File: config.mk
export PLATFORM = sky130hd
export DESIGN_NAME = id_operand_reader
export DESIGN_NICKNAME = d
export VERILOG_FILES = /design/src/rtl/id_operand_reader.sv
export SDC_FILE = /design/constraint.sdc
export NUM_CORES = 1
export LEC_CHECK = 0
export CORE_MARGIN = 3
export CORE_UTILIZATION = 33
export DETAILED_ROUTE_END_ITERATION = 16
export PLACE_DENSITY_LB_ADDON = 0.2
export SYNTH_ARGS = -nofsm -noshare
export SYNTH_HDL_FRONTEND = slang
export SYNTH_SLANG_ARGS = --single-unit
File: constraint.sdc
create_clock -name clk -period 2.1 [get_ports clk]
set_input_delay 0.315 -clock clk [delete_from_list [all_inputs] [get_ports clk]]
set_output_delay 0.315 -clock clk [all_outputs]
set_load 0.01 [all_outputs]
File: src/rtl/id_operand_reader.sv
// id_operand_reader: ID-stage read side of the GRF.
//   - Drives GRF read addresses straight from the ID source indices.
//   - Selects each operand from MEM (non-load) or WB bypass, else the GRF read data.
//   - Raises stall when a used source depends on an EX producer (no EX bypass
//     path exists) or on a load still in MEM.
//   - Owns the ID/EX pipeline register and a saturating stalled-cycle counter.
// Ports:
//   clk, reset                : clock, synchronous active-high reset
//   id_*                      : decoded ID instruction fields
//   flush                     : kill the ID instruction
//   grf_a1/a2, grf_rd1/rd2    : GRF read port (addresses out, data in)
//   mem_*, wb_*               : MEM and WB producers (WB is the GRF write port)
//   stall                     : combinational hold request for PC and IF/ID
//   ex_*                      : registered ID/EX pipeline outputs
//   stall_cycles              : saturating count of stalled cycles
module id_operand_reader #(
  parameter int unsigned DATA_W = 32,
  parameter int unsigned ADDR_W = 5,
  parameter int unsigned CNT_W  = 16
) (
  input  logic              clk,
  input  logic              reset,
  input  logic              id_valid,
  input  logic [ADDR_W-1:0] id_rs,
  input  logic [ADDR_W-1:0] id_rt,
  input  logic              id_rs_used,
  input  logic              id_rt_used,
  input  logic [ADDR_W-1:0] id_dst,
  input  logic              id_wen,
  input  logic              id_is_load,
  input  logic [31:0]       id_pc,
  input  logic              flush,
  output logic [ADDR_W-1:0] grf_a1,
  output logic [ADDR_W-1:0] grf_a2,
  input  logic [DATA_W-1:0] grf_rd1,
  input  logic [DATA_W-1:0] grf_rd2,
  input  logic              mem_wen,
  input  logic [ADDR_W-1:0] mem_dst,
  input  logic              mem_is_load,
  input  logic [DATA_W-1:0] mem_data,
  input  logic              wb_wen,
  input  logic [ADDR_W-1:0] wb_dst,
  input  logic [DATA_W-1:0] wb_data,
  output logic              stall,
  output logic              ex_valid,
  output logic              ex_wen,
  output logic              ex_is_load,
  output logic [ADDR_W-1:0] ex_dst,
  output logic [31:0]       ex_pc,
  output logic [DATA_W-1:0] ex_rs_val,
  output logic [DATA_W-1:0] ex_rt_val,
  output logic [CNT_W-1:0]  stall_cycles
);

  localparam int unsigned PC_W = 32;

  logic              ex_valid_q,   ex_valid_d;
  logic              ex_wen_q,     ex_wen_d;
  logic              ex_is_load_q, ex_is_load_d;
  logic [ADDR_W-1:0] ex_dst_q,     ex_dst_d;
  logic [PC_W-1:0]   ex_pc_q,      ex_pc_d;
  logic [DATA_W-1:0] ex_rs_val_q,  ex_rs_val_d;
  logic [DATA_W-1:0] ex_rt_val_q,  ex_rt_val_d;
  logic [CNT_W-1:0]  stall_cycles_q, stall_cycles_d;

  logic [DATA_W-1:0] rs_val_c, rt_val_c;
  logic              hazard_rs_c, hazard_rt_c;

  // Bypass priority: $0 is constant zero, then MEM (loads excluded), then WB, then GRF.
  function automatic logic [DATA_W-1:0] sel_operand(
    input logic [ADDR_W-1:0] src,
    input logic [DATA_W-1:0] grf_val,
    input logic              m_wen,
    input logic [ADDR_W-1:0] m_dst,
    input logic              m_load,
    input logic [DATA_W-1:0] m_data,
    input logic              w_wen,
    input logic [ADDR_W-1:0] w_dst,
    input logic [DATA_W-1:0] w_data
  );
    logic [DATA_W-1:0] val;
    val = grf_val;
    if (src == '0)                                val = '0;
    else if (m_wen && (m_dst == src) && !m_load) val = m_data;
    else if (w_wen && (w_dst == src))            val = w_data;
    return val;
  endfunction

  // A used, non-zero source waits on any EX producer or on a load sitting in MEM.
  function automatic logic src_hazard(
    input logic              used,
    input logic [ADDR_W-1:0] src,
    input logic              e_valid,
    input logic              e_wen,
    input logic [ADDR_W-1:0] e_dst,
    input logic              m_wen,
    input logic [ADDR_W-1:0] m_dst,
    input logic              m_load
  );
    return used && (src != '0) &&
           ((e_valid && e_wen && (e_dst == src)) ||
            (m_wen && (m_dst == src) && m_load));
  endfunction

  assign grf_a1 = id_rs;
  assign grf_a2 = id_rt;

  // Operand selection and hazard detection.
  always_comb begin
    rs_val_c    = sel_operand(id_rs, grf_rd1, mem_wen, mem_dst, mem_is_load, mem_data,
                              wb_wen, wb_dst, wb_data);
    rt_val_c    = sel_operand(id_rt, grf_rd2, mem_wen, mem_dst, mem_is_load, mem_data,
                              wb_wen, wb_dst, wb_data);
    hazard_rs_c = src_hazard(id_rs_used, id_rs, ex_valid_q, ex_wen_q, ex_dst_q,
                             mem_wen, mem_dst, mem_is_load);
    hazard_rt_c = src_hazard(id_rt_used, id_rt, ex_valid_q, ex_wen_q, ex_dst_q,
                             mem_wen, mem_dst, mem_is_load);
  end

  // Flush overrides a hazard so a killed instruction never holds the front end.
  assign stall = id_valid && !flush && (hazard_rs_c || hazard_rt_c);

  // ID/EX next state: bubble on flush or stall, otherwise capture the ID instruction.
  always_comb begin
    ex_valid_d     = 1'b0;
    ex_wen_d       = 1'b0;
    ex_is_load_d   = 1'b0;
    ex_dst_d       = '0;
    ex_pc_d        = '0;
    ex_rs_val_d    = '0;
    ex_rt_val_d    = '0;
    stall_cycles_d = stall_cycles_q;
    if (stall && (stall_cycles_q != {CNT_W{1'b1}})) begin
      stall_cycles_d = stall_cycles_q + CNT_W'(1);
    end
    if (!flush && !stall) begin
      ex_valid_d   = id_valid;
      ex_wen_d     = id_wen && id_valid;
      ex_is_load_d = id_is_load;
      ex_dst_d     = id_dst;
      ex_pc_d      = id_pc;
      ex_rs_val_d  = rs_val_c;
      ex_rt_val_d  = rt_val_c;
    end
  end

  // ID/EX pipeline register and stall counter.
  always_ff @(posedge clk) begin
    if (reset) begin
      ex_valid_q     <= 1'b0;
      ex_wen_q       <= 1'b0;
      ex_is_load_q   <= 1'b0;
      ex_dst_q       <= '0;
      ex_pc_q        <= '0;
      ex_rs_val_q    <= '0;
      ex_rt_val_q    <= '0;
      stall_cycles_q <= '0;
    end else begin
      ex_valid_q     <= ex_valid_d;
      ex_wen_q       <= ex_wen_d;
      ex_is_load_q   <= ex_is_load_d;
      ex_dst_q       <= ex_dst_d;
      ex_pc_q        <= ex_pc_d;
      ex_rs_val_q    <= ex_rs_val_d;
      ex_rt_val_q    <= ex_rt_val_d;
      stall_cycles_q <= stall_cycles_d;
    end
  end

  assign ex_valid     = ex_valid_q;
  assign ex_wen       = ex_wen_q;
  assign ex_is_load   = ex_is_load_q;
  assign ex_dst       = ex_dst_q;
  assign ex_pc        = ex_pc_q;
  assign ex_rs_val    = ex_rs_val_q;
  assign ex_rt_val    = ex_rt_val_q;
  assign stall_cycles = stall_cycles_q;

endmodule
==> results of run 1 <==
metrics by stage:
| stage | total power, uW | setup TNS (ns) | utilization | hold slack [ns] |
|---|---|---|---|---|
| final | 6700 | -0.6547 | 0.6746 | 0.4661 |
| after detailed placement | 3417 | -56.34 | 0.5908 | 0.4966 |
| after CTS | 6689 | -0.4036 | 0.6395 | 0.4453 |
| after floorplan | 2703 | 0 | - | 0.4367 |
| after global routing | 6931 | -6.060 | 0.6746 | 0.4531 |
| after global placement | 3402 | -51.28 | 0.5908 | 0.4825 |
final timing paths:
check / start / to / slack, ns / cells after the start
worst max-delay path: ex_dst[1]$_SDFF_PP0_ / stall_cycles[10]$_SDFFE_PP0P_ / -0.13 / 9
worst min-delay path: id_dst[2] / ex_dst[2]$_SDFF_PP0_ / 0.47 / 2
worst max register to register: ex_dst[1]$_SDFF_PP0_ / stall_cycles[10]$_SDFFE_PP0P_ / -0.13 / 9
worst min register to register: stall_cycles[8]$_SDFFE_PP0P_ / stall_cycles[8]$_SDFFE_PP0P_ / 0.51 / 2
critical path, delay by kind of cell (launching register included):
kind | cells | cell delay (ns)
xor+xnor | 1 | 0.14
flops | 1 | 0.36
simple gates | 3 | 0.92
buf+inv | 2 | 0.32
compound gates | 3 | 0.42
flip-flops by register name, summed over array words and instances, names as in the netlist:
register,cells
ex_dst,5
ex_rt_val,32
ex_valid,1
ex_pc,32
ex_wen,1
ex_rs_val,32
stall_cycles,16
ex_is_load,1
layout make-up:
class / instances / share of cell area
inverters: 5 / 0.001823
flip-flops and latches: 120 / 0.2348
multi-input cells: 369 / 0.2815
clock buffers: 18 / 0.04266
well taps: 211 / 0.02565
repair buffers: 397 / 0.3922
clock inverters: 14 / 0.02127
metal layers:
layer  vias up  global-route usage
met5         -                   0
met4         0             0.07381
met3        29             0.07480
met2       244              0.4029
met1      2645              0.2393
li1       2644                   -
cells in the final DEF (no fill, tap or decap), types with 4 or more instances in the layout:
cell type        Yosys  layout
xnor2_1             11       5
mux2i_1             65      65
dlymetal6s2s_1       0       5
and2_1              40      40
or3_1                5       4
or4_4                0       4
nor2_1              79      79
bufinv_16            0       5
xnor2_2              0       6
nand2_1             12      10
inv_1                5       5
xor2_1              21      20
clkbuf_16            0      22
a211oi_2             0      35
buf_6                1      13
a21oi_1             10       4
a211oi_1            66      30
dfxtp_1            120     114
a21oi_2              1       7
nor3_1               7       4
buf_12               0       8
buf_4               10      45
nand4_1              6       6
clkdlybuf4s50_1      0     310
nand3_1              9       6
dlygate4sd2_1        0      10
kinds of logic after synthesis:
kind of cell	synth area share
AO/OA/AOI/OAI	0.1339
XOR/XNOR	0.05442
adder cells (fa/ha/maj)	0.002429
buffers and inverters	0.04616
flip-flops	0.4665
multiplexers	0.1285
AND/OR/NAND/NOR	0.1681
power breakdown:
group | switching [uW] | total, uW | internal, uW
sequential | 30.1 | 2390 | 2360
clock | 1100 | 3240 | 2150
combinational | 391 | 1060 | 673
total | 1520 | 6700 | 5180
timing repair:
action                                  CTS  global route
pin swaps                                 9            30
resized for setup                        35            77
setup buffers                             2             4
endpoints found under the setup margin   79           113
cloned                                    0             8
==> results.txt, run 1 <==
Status: complete, but fails checks
Violated checks: negative setup slack
Placed cell area: 0.009015 mm^2
Antenna violation net count after detailed routing: 0
Leakage: 0.003824 uW
Fin worst setup slack: -0.1264 ns
Starting density of the core: 0.3375
# fillers: 1179
Post-route DRC violation count: 0
Final hold violations: 0
Actual slew at the worst max-slew pin: 0.4952 ns
WL met3: 1713 um
Post-DR vias/cell: 4.905
First-pass GRT wire length: 29040 um
H-tree levels: 4
Hold Crit Class: primary input to register
Core Area: 0.01526 mm^2
Pre-CTS WS: -0.7221 ns
CTS tree: built
Final Max Tran Viols: 0
Mapped Area: 0.005150 mm^2
Chip Width: 130.9 um
Post-layout nets: 1107
Worst-path clk slew: 0.06 ns
DIE AREA: 0.01714 mm^2
Syn nets: 734
Unrepaired setup endpoints after global routing: true
IO Port Bufs: 326
Post-synthesis sequential element count: 120
Most common cell in the netlist: dfxtp_1
Final Cell Area: 0.01029 mm^2
Sink Count: 120
Peak VDD IR: 0.0005233 V
Cell count after synthesis: 537
Critical Path Sink Type: register
Syn avg cell area: 9.590 um^2
Overall Global Routing Usage: 0.2211
Met1 wire length: 7874 um
Critical path class: register to register
Layout cells sized above 1: 0.2037
Die height: 130.9 um
Rel. slew slack: 0.6674
Max Freq: 0.4492 GHz
Uppermost routed layer: met4
Largest net degree at the start of global routing: 36
Max-cap viol count: 0
Gpl congestion: 0.8438
Register Area: 0.002417 mm^2
Yosys warns: 0
Hold buffer count at CTS: 0
Post-synthesis sequential area ratio: 0.4665
CP max stage delay: 0.41 ns
Placed Cells: 1088
CP startpoint kind: register
Total power per unit cell area: 650.9 mW/mm^2
Fin crit period: 2.226 ns
Clock Root Buffer: clkbuf_16
Clk buf depth: 2
Num CTS Buffers: 17
EDFF count, synth: 0
Final HPWL DP: 15360 um
Clock Latency Late Sink: 0.41 ns
Total number of vias: 5562
Synth area leader: dfxtp_1
Ant diodes: 0
Rows: 45
WL/cell: 18.75 um
CP required: 2.44 ns
Synth unique cells: 37
Metal2 WL: 11230 um
Syn-to-layout area delta: 99.88%
Synth area leaders: dfxtp_1 (47%), mux2i_1 (13%), a211oi_1 (9.6%), nor2_1 (5.8%), and2_1 (4.9%)
Final setup vio count: 16
Async set or reset register ratio after synthesis: 0
Total global routing overflow: 0
Initial antenna violation count: 0
Slowest CP cell: or4_4
Data arrival, critical path: 2.57 ns
Non-Filler Instances: 1134
Top cells by count, synth: dfxtp_1 (120), nor2_1 (79), a211oi_1 (66), mux2i_1 (65), and2_1 (40)
Routed wire length: 21260 um
First-pass detailed-route iteration total: 5
Share of the synthesized area in the top cell type: 0.4665
Worst path cell trace: xnor2_2 > nand4_1 > or3_1 > a21oi_2 > buf_6 > o21ai_4 > buf_6 > or4_4 > a21oi_2
Initial drt markers: 192
Vias in the first global route: 5561
IO Count: 327
Maximum fanout along the worst path: 7
Primary FF master, synth: dfxtp_1
Clock skew: 0.008645 ns
Footprint of the multi-input gates: 0.002898 mm^2
Tcrit/Tclk final: 1.060
(Power assumes the default switching activity.)
==> run 2, diff against run 1 <==
--- a/config.mk
+++ b/config.mk
@@ -5,10 +5,12 @@
 export SDC_FILE = /design/constraint.sdc
 export NUM_CORES = 1
 export LEC_CHECK = 0
+export CORE_ASPECT_RATIO = 1.2
 export CORE_MARGIN = 3
 export CORE_UTILIZATION = 33
 export DETAILED_ROUTE_END_ITERATION = 16
 export PLACE_DENSITY_LB_ADDON = 0.2
+export SKIP_CTS_REPAIR_TIMING = 1
 export SYNTH_ARGS = -nofsm -noshare
 export SYNTH_HDL_FRONTEND = slang
 export SYNTH_SLANG_ARGS = --single-unit
==> run 2 against run 1 <==
The flow still finishes with violations (negative setup slack); critical path type is now register to primary output; clock-buffer cell count rose by 3; largest cell class unchanged; final cell count fell by 1.1%; fmax fell by 2.5%; utilization fell by 1.3 points; via count fell by 1.2%; design area fell by 2.7%; critical endpoint is now stall; non-clock buffer count fell by 6; critical path depth fell by 3; sequential share of layout area rose by 0.62 points; sequential cell count did not move.
==> results.txt, run 2 (synthesis gave the netlist of run 1 again) <==
Post-layout nets: 1101 (was 1107)
First-pass GRT wire length: 30170 um (was 29040 um)
Final HPWL DP: 16040 um (was 15360 um)
DIE AREA: 0.01715 mm^2 (was 0.01714 mm^2)
WP buf/inv: 1 (was 2)
Reg-to-Reg Start: ex_dst[1]$_SDFF_PP0_ (unchanged)
Violated checks: negative setup slack (unchanged)
Delay-heaviest family, CP: simple AND/OR/NAND/NOR gates (unchanged)
Hold Crit Class: primary input to register (unchanged)
Final core utilization: 0.6612 (was 0.6746)
Antenna violation net count after detailed routing: 0 (unchanged)
H-tree levels: 4 (unchanged)
Status: complete, but fails checks (unchanged)
Total power per unit cell area: 652.7 mW/mm^2 (was 650.9 mW/mm^2)
Placed Cells: 1080 (was 1088)
Die height: 142.8 um (was 130.9 um)
CP startpoint kind: register (unchanged)
Ant diodes: 0 (unchanged)
Critical Path Sink Type: primary output (was register)
Hold_sp: id_dst[3] (was id_dst[2])
CP max stage delay: 0.40 ns (was 0.41 ns)
Data arrival, critical path: 1.97 ns (was 2.57 ns)
Core Area: 0.01514 mm^2 (was 0.01526 mm^2)
Syn-to-layout area delta: 94.44% (was 99.88%)
Fin worst setup slack: -0.1844 ns (was -0.1264 ns)
CTS tree: built (unchanged)
Final setup vio count: 47 (was 16)
Chip Width: 120.0 um (was 130.9 um)
Most frequent cells in the layout: clkdlybuf4s50_1 (313), dfxtp_1 (115), nor2_1 (79) (was clkdlybuf4s50_1 (310), dfxtp_1 (114), nor2_1 (79))
Critical path class: register to primary output (was register to register)
First-pass detailed-route iteration total: 4 (was 5)
Fin crit period: 2.284 ns (was 2.226 ns)
Rows: 49 (was 45)
Critical path launch point: ex_dst[1]$_SDFF_PP0_ (unchanged)
Clock skew: 0.006892 ns (was 0.008645 ns)
Most common cell after layout, fill and taps aside: clkdlybuf4s50_1 (unchanged)
Clk buf depth: 2 (unchanged)
Initial drt markers: 238 (was 192)
WL/cell: 18.52 um (was 18.75 um)
Leakage: 0.003779 uW (was 0.003824 uW)
Rel. slew slack: 0.7650 (was 0.6674)
Clock Root Buffer: clkbuf_16 (unchanged)
Worst path cell trace: xnor2_1 > nand4_1 > or3_4 > a21oi_4 > o21a_1 > buf_2 (was xnor2_2 > nand4_1 > or3_1 > a21oi_2 > buf_6 > o21ai_4 > buf_6 > or4_4 > a21oi_2)
Maximum fanout along the worst path: 4 (was 7)
Total number of vias: 5498 (was 5562)
Max-cap viol count: 0 (unchanged)
IO Count: 327 (unchanged)
Final Max Tran Viols: 0 (unchanged)
Non-Filler Instances: 1121 (was 1134)
Post-DR vias/cell: 4.905 (about the same)
Num CTS Buffers: 17 (unchanged)
Gpl congestion: 0.8719 (was 0.8438)
Sink Count: 120 (unchanged)
Routed wire length: 20760 um (was 21260 um)
Starting density of the core: 0.3401 (was 0.3375)
Largest net degree at the start of global routing: 41 (was 36)
Unrepaired setup endpoints after global routing: true (unchanged)
Slowest CP cell: or3_4 (was or4_4)
Overall Global Routing Usage: 0.2290 (was 0.2211)
Vias in the first global route: 5746 (was 5561)
Layout cells sized above 1: 0.1592 (was 0.2037)
Post-route DRC violation count: 0 (unchanged)
Final hold violations: 0 (unchanged)
Max Freq: 0.4378 GHz (was 0.4492 GHz)
Tcrit/Tclk final: 1.088 (was 1.060)
Initial antenna violation count: 2 (was 0)
Peak VDD IR: 0.0004117 V (was 0.0005233 V)
Total global routing overflow: 0 (unchanged)
Actual slew at the worst max-slew pin: 0.3512 ns (was 0.4952 ns)
Worst-path clk slew: 0.05 ns (was 0.06 ns)
CP required: 1.78 ns (was 2.44 ns)
Clock Latency Late Sink: 0.41 ns (about the same)
IO Port Bufs: 326 (unchanged)
run 2: cell count changes in the layout (fill, tap and decap cells not counted), sizes merged:
cell / before / now
buf: 67 / 64
dlymetal6s2s: 5 / 12
dlygate4sd2: 10 / 0
bufinv: 5 / 4
inv: 8 / 5
clkinvlp: 2 / 3
clkdlybuf4s50: 310 / 313
run 2: metrics by stage:
stage               hold WS (ns)  instance area (um^2)  setup TNS, ns  power [uW]  setup slack [ns]
finish                    0.4553                 10010         -2.380        6536           -0.1844
global route              0.4406                 10010         -5.535        6772           -0.2445
CTS                       0.4423                  9689         -4.162        6552           -0.7416
detailed placement        0.4976                  9049         -55.27        3418           -0.7358
global placement          0.4782                  9049         -49.82        3404           -0.7063
floorplan                 0.4367                  5150              0        2703           0.02003
run 2: area by class of cell:
| cell class | instances | area (um^2) |
|---|---|---|
| flip-flops and latches | 120 | 2414 |
| clock inverters | 11 | 170.2 |
| multi-input cells | 369 | 2708 |
| repair buffers | 391 | 3978 |
| fillers | 1234 | 5130 |
| inverters | 5 | 18.77 |
| clock buffers | 21 | 470.5 |
| well taps | 204 | 255.2 |
run 2: worst paths after layout:
check             depth (start not counted)  slack (ns)                            end
setup / recovery                          6       -0.18                          stall
hold / removal                            2        0.46           ex_dst[3]$_SDFF_PP0_
setup reg to reg                          8       -0.10   stall_cycles[9]$_SDFFE_PP0P_
hold reg to reg                           2        0.52  stall_cycles[15]$_SDFFE_PP0P_
run 2: per-layer routing:
layer,routed length (um),track usage,share of wire,up-vias
li1,-,-,-,2622
met1,7303,0.2276,0.35,2561
met2,10860,0.4103,0.52,261
met3,1803,0.09231,0.087,50
met4,773,0.1200,0.037,4
met5,27,0,0.0013,-
run 2: power breakdown:
group	internal [uW]	leakage [uW]	total [uW]	switching (uW)
clock	2080	0.000305	3130	1050
sequential	2360	0.000985	2390	29.0
combinational	653	0.00249	1020	362
run 2: worst register-to-register path, stage by stage (launching register included):
cell and delay, ns:
dfxtp_4 0.36, xnor2_1 0.19, nand4_1 0.13, or3_4 0.40
a21oi_4 0.17, buf_4 0.14, o21ai_4 0.10, or4_4 0.51
a21oi_2 0.14
==> run 3, diff against run 2 <==
--- a/config.mk
+++ b/config.mk
@@ -9,6 +9,7 @@
 export CORE_MARGIN = 3
 export CORE_UTILIZATION = 33
 export DETAILED_ROUTE_END_ITERATION = 16
+export GPL_ROUTABILITY_DRIVEN = 0
 export PLACE_DENSITY_LB_ADDON = 0.2
 export SKIP_CTS_REPAIR_TIMING = 1
 export SYNTH_ARGS = -nofsm -noshare
==> results of run 3 <==
The final DEF is identical to that of run 2; final timing and power are the same.
